`src/rtl/arbiter_rr.sv`:
```
// arbiter_rr: NUM_REQ-way arbiter, fixed-priority or round-robin, with hold-limit handoff
//   clock     rising-edge clock
//   reset     asynchronous active-high reset
//   req       request vector, bit i = requester i
//   rr_en     1 = round-robin from ptr, 0 = fixed priority (index 0 highest)
//   gnt       registered one-hot grant, zero when idle
//   gnt_id    index of current owner, 0 when idle
//   gnt_valid high whenever a grant bit is set
//   forced    one-cycle pulse marking a grant produced by a hold-limit handoff
module arbiter_rr #(
    parameter int NUM_REQ = 4,
    parameter int MAX_HOLD = 8,
    localparam int ID_W = (NUM_REQ > 1) ? $clog2(NUM_REQ) : 1
) (
    input  logic               clock,
    input  logic               reset,
    input  logic [NUM_REQ-1:0] req,
    input  logic               rr_en,
    output logic [NUM_REQ-1:0] gnt,
    output logic [ID_W-1:0]    gnt_id,
    output logic               gnt_valid,
    output logic               forced
);
    localparam int HC_W = (MAX_HOLD > 2) ? $clog2(MAX_HOLD) : 1;
    localparam logic [HC_W-1:0] HOLD_LAST = HC_W'((MAX_HOLD > 0) ? MAX_HOLD - 1 : 0);

    typedef enum logic [1:0] {IDLE = 2'b01, GRANT = 2'b10} state_t;

    state_t             state;
    logic [ID_W-1:0]    ptr;
    logic [HC_W-1:0]    hold_cnt;
    logic [NUM_REQ-1:0] others;
    logic [NUM_REQ-1:0] cand;
    logic [NUM_REQ-1:0] win_oh;
    logic [ID_W-1:0]    win;
    logic [ID_W-1:0]    win_next;
    logic               owner_req;
    logic               limit;

    // Highest-priority set bit of v: lowest index, or first index at/after p (wrapping) in rr mode.
    function automatic logic [ID_W-1:0] pick(input logic [NUM_REQ-1:0] v,
                                             input logic [ID_W-1:0] p,
                                             input logic rr);
        logic [ID_W-1:0] w;
        int j;
        w = '0;
        for (int k = NUM_REQ - 1; k >= 0; k--) begin
            j = rr ? int'(p) + k : k;
            if (j >= NUM_REQ) j = j - NUM_REQ;
            if (j < NUM_REQ && v[ID_W'(j)]) w = ID_W'(j);
        end
        return w;
    endfunction

    assign others    = req & ~gnt;
    assign owner_req = |(req & gnt);
    assign limit     = (MAX_HOLD != 0) && (|others) && (hold_cnt == HOLD_LAST);
    // A forced handoff masks the owner; on a drop or from idle req already excludes it.
    assign cand      = (owner_req && limit) ? others : req;
    assign win       = pick(cand, ptr, rr_en);
    assign win_oh    = NUM_REQ'(1) << win;
    assign win_next  = (win == ID_W'(NUM_REQ - 1)) ? '0 : win + 1'b1;

    always_ff @(posedge clock or posedge reset) begin
        if (reset) begin
            state     <= IDLE;
            gnt       <= '0;
            gnt_id    <= '0;
            gnt_valid <= 1'b0;
            forced    <= 1'b0;
            hold_cnt  <= '0;
            ptr       <= '0;
        end else begin
            forced <= 1'b0;
            case (state)
                IDLE, GRANT: begin
                    if (state == GRANT && owner_req && !limit) begin
                        // Count only contended cycles; an uncontended cycle restarts the window.
                        hold_cnt <= (|others) ? ((hold_cnt == '1) ? hold_cnt : hold_cnt + 1'b1) : '0;
                    end else if (|cand) begin
                        state     <= GRANT;
                        gnt       <= win_oh;
                        gnt_id    <= win;
                        gnt_valid <= 1'b1;
                        ptr       <= win_next;
                        hold_cnt  <= '0;
                        // Owner still requesting here means the limit forced the change.
                        forced    <= (state == GRANT) && owner_req;
                    end else begin
                        state     <= IDLE;
                        gnt       <= '0;
                        gnt_id    <= '0;
                        gnt_valid <= 1'b0;
                        hold_cnt  <= '0;
                    end
                end
                default: begin
                    state     <= IDLE;
                    gnt       <= '0;
                    gnt_id    <= '0;
                    gnt_valid <= 1'b0;
                    hold_cnt  <= '0;
                end
            endcase
        end
    end

    a_onehot: assert property (@(posedge clock) disable iff (reset) $onehot0(gnt));
    a_valid:  assert property (@(posedge clock) disable iff (reset) gnt_valid == (|gnt));
    a_id:     assert property (@(posedge clock) disable iff (reset)
                               gnt_valid ? gnt[gnt_id] : (gnt_id == '0));
endmodule

```
`config.mk`:
```
export PLATFORM = sky130hd
export DESIGN_NAME = arbiter_rr
export DESIGN_NICKNAME = d
export VERILOG_FILES = /design/src/rtl/arbiter_rr.sv
export SDC_FILE = /design/constraint.sdc
export NUM_CORES = 1
export LEC_CHECK = 0
export ABC_CLOCK_PERIOD_IN_PS = 3290
export CAP_MARGIN = 0
export CORE_MARGIN = 2
export CORE_UTILIZATION = 26
export CTS_CLUSTER_DIAMETER = 150
export DETAILED_ROUTE_END_ITERATION = 6
export PLACE_DENSITY_LB_ADDON = 0.12
export SYNTH_ARGS = -nofsm -noshare
export SYNTH_HDL_FRONTEND = slang
export SYNTH_SLANG_ARGS = --single-unit
export TNS_END_PERCENT = 50
```
`constraint.sdc`:
```
create_clock -name clock -period 3.29 [get_ports clock]
set_input_delay 0.658 -clock clock [delete_from_list [all_inputs] [get_ports clock]]
set_output_delay 0.658 -clock clock [all_outputs]
set_load 0.005 [all_outputs]
```
=== Yosys cells after proc, flatten, opt, wreduce, memory -nomap -nowiden ===
Cells that the tools add are included.

* Flip-flop bits (word level): 15
* Input bits: 7
* Output and inout port bits: 8
* Logic and storage cells: 98

* $add $sub $neg: 9
* Order comparisons: 12
* Equality and inequality tests: 6
* Shifts and indexed selects: 1
* Multiplexer cells: 45
* Bitwise operators: 4
* Reductions and logical operators: 14

{| class="wikitable"
|+ Operators with widths
! kind !! count
|-
| $lt A32 B4 Y1 const B || 4
|-
| $mux W32 || 4
|-
| $mux W2 || 12
|-
| $mux W3 || 7
|-
| $lt A2 B4 Y1 const B || 4
|-
| $mux W4 || 4
|-
| $mux W1 || 14
|-
| $reduce_or A4 Y1 || 3
|-
| $sub A3 B3 Y4 const B || 3
|-
| $ge A3 B3 Y1 const B || 3
|-
| $and A4 B4 Y4 || 2
|-
| $bmux W1 S2 || 4
|-
| $logic_and A1 B1 Y1 || 8
|-
| $add A2 B2 Y3 const B || 2
|-
| $eq A2 B2 Y1 const B || 2
|-
| $ne A4 B4 Y1 const B || 1
|-
| $not A4 Y4 || 1
|-
| $shl A1 B2 Y4 const A || 1
|-
| $sub A2 B3 Y4 const B || 1
|-
| $add A2 B1 Y3 const B || 1
|-
| $add A3 B1 Y3 const B || 1
|-
| $eq A3 B3 Y1 const B || 1
|-
| $ge A2 B3 Y1 const B || 1
|-
| $reduce_and A3 Y1 || 1
|-
| other kinds (6) || 6
|}

=== Longest topological paths before layout ===
* Word-level depth: 18
* Gate-level depth with buffers: 11
* Gate-level depth less buffers: 11

=== Least setup slack after synthesis ===
No wires, ideal clock.

* Kind: input-to-reg
* Start point: input port req[2]
* End point: register ptr[1]
* Library setup time: 126 ps
* Data arrival time: 2,259 ps
* Data required time: 3,164 ps
* Slack: 905 ps
* Cell stages on the path: 9
* Buffers on the path: 0
* Cells stage by stage: nand2b_1 -> a41o_4 -> a32oi_2 -> o2bb2ai_1 -> a211o_1 -> and2_2 -> ha_1 -> nand2_1 -> o21ai_0

* Word-level cells in the longest chain between the ends: 15
* Elaborated cells on any way between the ends: 36
* Those cells by class: add/sub (1); eq/ne (1); mux (18); bitwise (3); reduce/logical (13)

{| class="wikitable"
|+ RTL lines
! what !! RTL line !! RTL
|-
| start: declaration || 17 || <nowiki>input logic [NUM_REQ-1:0] req,</nowiki>
|-
| $and A4 B4 Y4 || 55 || <nowiki>assign others = req & ~gnt;</nowiki>
|-
| $reduce_or A4 Y1 || 57 || <nowiki>assign limit = (MAX_HOLD != 0) && (|others) && (hold_cnt == HOLD_LAST);</nowiki>
|-
| $logic_and A1 B1 Y1 || 57 ||
|-
| $logic_and A1 B1 Y1 || 59 || <nowiki>assign cand = (owner_req && limit) ? others : req;</nowiki>
|-
| $mux W4 (*) || 59 ||
|-
| $bmux W1 S2 || 50 || <nowiki>if (j < NUM_REQ && v[ID_W'(j)]) w = ID_W'(j);</nowiki>
|-
| $mux W1 (not written as such) (2 in a row) || 50 ||
|-
| $logic_and A1 B1 Y1 || 50 ||
|-
| $mux W2 (3 in a row) || 50 ||
|-
| $mux W2 (*) || 50 ||
|-
| $add A2 B1 Y2 / $eq A2 B2 Y1 (equally long branches) || 62 || <nowiki>assign win_next = (win == ID_W'(NUM_REQ - 1)) ? '0 : win + 1'b1;</nowiki>
|-
| $mux W2 (*) || 62 ||
|-
| named net win_next[1] || 36 || <nowiki>logic [ID_W-1:0] win_next;</nowiki>
|-
| end signal: assignment || 85 || <nowiki>ptr <= win_next;</nowiki>
|-
| end: declaration || 30 || <nowiki>logic [ID_W-1:0] ptr;</nowiki>
|}

The timed path passes the listed nets; every way through them passes the cells marked *. The select of a mux whose other input is x is not followed.
A chain may end at the register's enable or synchronous reset.

=== Worst setup path in the final report ===
Ends and elaborated chain as after synthesis.

==> flow_metrics.env <==
export IMPL_synth_compound_area_share_pct=29.43
export IMPL_first_global_vias=807
export IMPL_rows=22
export IMPL_synthAdderAreaFrac_pct=10.06
export IMPL_synth_cell_area_sq_um=994.7
export IMPL_route_detailed_drc=0
export IMPL_avgRoutedWirePerCell_microns=13.37
export IMPL_fin_setup_tns_ns=0
export IMPL_ys_types=37
export IMPL_synthXorXnorAreaFrac_pct=0
export IMPL_setup_violations=0
export IMPL_cts_sinks=14
export IMPL_die_area_sq_um=4336
export IMPL_worst_setup_path_start_kind="input port"
export IMPL_first_pass_iters=4
export IMPL_max_freq_mhz=345.5
export IMPL_dp_hpwl_mm=1.800
export IMPL_route_met2_wl_mm=1.193
export IMPL_grt_usage_pct=12.35
export IMPL_drt_wl_total_mm=2.353
export IMPL_die_w_microns=65.85
export IMPL_design_area_sq_um=1290
export IMPL_grt_first_pass_wirelength_mm=4.008
export IMPL_finClkSkew_ns=0.002165
export IMPL_fin_nets=144
export IMPL_grt_overflow=0
export IMPL_postSynthCellCount=106
export IMPL_vdd_drop_max_mv=0.2761
export IMPL_cts_hold_buf=0
export IMPL_critPathBufInv=1
export IMPL_synth_top_family_by_area="compound AO/OA/AOI/OAI gates"
export IMPL_drive_gt1_share_pct=17.97
export IMPL_grt_max_degree=15
export IMPL_gp_congestion=0.7555
export IMPL_fillerInstances=398
export IMPL_report_final_slew_viol_count=0
export IMPL_wl_met3_microns=83
export IMPL_post_route_util_pct=35.24
export IMPL_cts_root_buf="clkbuf_8"
export IMPL_clk_latency_ns=0.24
export IMPL_cts_buffers=3
export IMPL_endpoint_kind="register"
export IMPL_run_status="finished clean"
export IMPL_drt_iter0_drc=32
export IMPL_ys_seq_area_share_pct=35.35
export IMPL_synth_nets=121
export IMPL_clk_pin_slew_worst_paths_ns=0.06
export IMPL_synth_mux_area_share_pct=1.006
export IMPL_slowest_delay_ns=0.55
export IMPL_post_route_period_util_pct=87.97
export IMPL_critPathRequiredTime_ns=3.42
export IMPL_post_cts_resized=0
export IMPL_hold_slack_ns=0.4251
export IMPL_tightestPinTransition_ns=0.5340
export IMPL_antenna_found_initial=0
export IMPL_finalCriticalPeriod_ns=2.894
export IMPL_core_sq_um=3661
export IMPL_finalHoldViolCount=0
export IMPL_met1Wirelength_mm=1.076
export IMPL_area_delta_synth_final_pct=29.69
export IMPL_criticalPathCategory="input port to register"
export IMPL_cp_top_family="compound AO/OA/AOI/OAI gates"
export IMPL_crit_chain="clkdlybuf4s50_1 -> nand2b_1 -> a41oi_2 -> mux2i_1 -> o2bb2ai_1 -> a211o_1 -> and2_2 -> ha_1 -> nand2_1 -> o21ai_0"
export IMPL_yosys_area_share_simple_pct=20.25
export IMPL_clock_path_buffers=2
export IMPL_h_tree_depth=1
export IMPL_ant_nets=0
export IMPL_cts_tree="yes"
export IMPL_cp_arrival_ns=3.02
export IMPL_rsz0062_at_grt="no"
export IMPL_r2r_slack_ns=0.70
export IMPL_n_antenna_cell=0
export IMPL_synth_seq_cells=14
export IMPL_path_max_fanout=5
export IMPL_hp_class="register to register"
export IMPL_top_layer="met3"
export IMPL_post_cts_buffers=0
export IMPL_crit_path_top_delay_cell="clkdlybuf4s50_1"
export IMPL_p_per_area_nw_per_um2=724.5
export IMPL_ios=15
export IMPL_maxCapViolCount=0
export IMPL_die_y_microns=65.85
export IMPL_vias=860
export IMPL_ys_warn_count=0
export IMPL_portBuffers=14
export IMPL_placedInstanceArea_sq_um=1235
export IMPL_leakage_uw=0.0005922
export IMPL_synth_avg_cell_area_sq_um=9.384
export IMPL_max_slew_margin_rel_pct=64.36
export IMPL_initial_utilization_pct=27.17
export IMPL_viasPerCell=4.886
[cell type report]
type	instances	area [sq um]	area share, %
inverters	7	26.28	2.037
flip-flops and latches	14	351.6	27.26
repair buffers	21	192.7	14.94
well taps	48	60.06	4.656
clock buffers	4	55.05	4.268
multi-input cells	82	604.3	46.85
[metrics by stage]
step / total power, uW / instances / setup slack (ns)
floorplan: 586.1 / 106 / 0.9046
global placement: 780.4 / 172 / 0.1353
detailed placement: 775.4 / 172 / 0.1346
CTS: 951.0 / 176 / 0.3852
global route: 1031 / 176 / 0.2386
finish: 934.6 / 176 / 0.3958
[routing by layer]
metal / vias to the layer above / track usage (%)
li1: 433 / -
met3: 0 / 3.578
met1: 410 / 15.92
met2: 17 / 20.20
met4: 0 / 3.125
met5: - / 0
[cells in the final DEF, fill, tap and decap left out, types with 3 or more instances in the layout]
cell type,netlist,layout
a22o_1,5,5
a31oi_1,3,3
nor2_1,8,8
nand3_1,4,4
a21oi_1,4,4
inv_1,7,7
buf_4,0,7
o21ai_0,4,4
dfrtp_1,13,13
a21boi_0,3,3
nand2_1,15,15
clkbuf_8,0,4
ha_1,8,8
clkdlybuf4s50_1,0,14
[synth_stat cells]
cell       number  area [sq um]
inv_1           7         26.28
nand2b_1        2         12.51
a22o_2          1         10.01
a21boi_0        3         22.52
a32oi_2         1         16.27
a22oi_2         1         12.51
mux2i_1         1         10.01
dfrtp_1        13         325.3
a22o_1          5         43.79
a41oi_2         1         16.27
a311oi_1        1         8.760
nand3_1         4         20.02
a21oi_1         4         20.02
nor2b_1         1         6.260
a32o_1          1         10.01
o2bb2ai_1       1         8.760
nor4b_1         1         8.760
and2_0          1         6.260
and2_2          2         15.01
clkbuf_1        2         7.510
a211o_1         1         8.760
nand2_1        15         56.30
o21bai_1        1         7.510
nand2b_4        2         27.53
dfstp_2         1         26.28
and3_1          2         12.51
a31oi_1         3         18.77
nand4_1         1         6.260
a41o_2          2         22.52
a41o_4          1         21.27
nor2_1          8         30.03
a41oi_1         1         8.760
o2111ai_1       1         8.760
o211ai_1        1         7.510
buf_2           1         5.000
ha_1            8         100.1
o21ai_0         4         20.02
[worst paths after layout]
check / from / endpoint / cells after the start
setup / recovery: req[2] / ptr[1]$_DFFE_PP0P_ / 10
hold / removal: hold_cnt[0]$_DFFE_PP0P_ / hold_cnt[0]$_DFFE_PP0P_ / 1
setup reg to reg: hold_cnt[0]$_DFFE_PP0P_ / ptr[1]$_DFFE_PP0P_ / 11
hold reg to reg: hold_cnt[0]$_DFFE_PP0P_ / hold_cnt[0]$_DFFE_PP0P_ / 1
max in group asynchronous: reset / state[0]$_DFFE_PP1P_ / 2
min in group asynchronous: reset / gnt_id[1]$_DFFE_PP0P_ / 2
[registers in the layout (all words and copies together), names as in the netlist]
register   flops
forced         1
gnt            4
gnt_id         2
gnt_valid      1
hold_cnt       3
ptr            2
state          1
[cells by family (layout without fill, tap and decap cells)]
group / Yosys count / count (layout)
AO/OA/AOI/OAI: 34 / 34
AND/OR/NAND/NOR: 39 / 39
multiplexers: 1 / 1
flip-flops: 14 / 14
adder cells (fa/ha/maj): 8 / 8
buffers and inverters: 10 / 32
[power breakdown]
part / total (uW) / switching [uW] / internal, uW
Sequential: 286 / 52.0 / 234
Combinational: 483 / 248 / 235
Clock: 166 / 59.6 / 106
No activity file was read; power rests on OpenSTA's default activity.
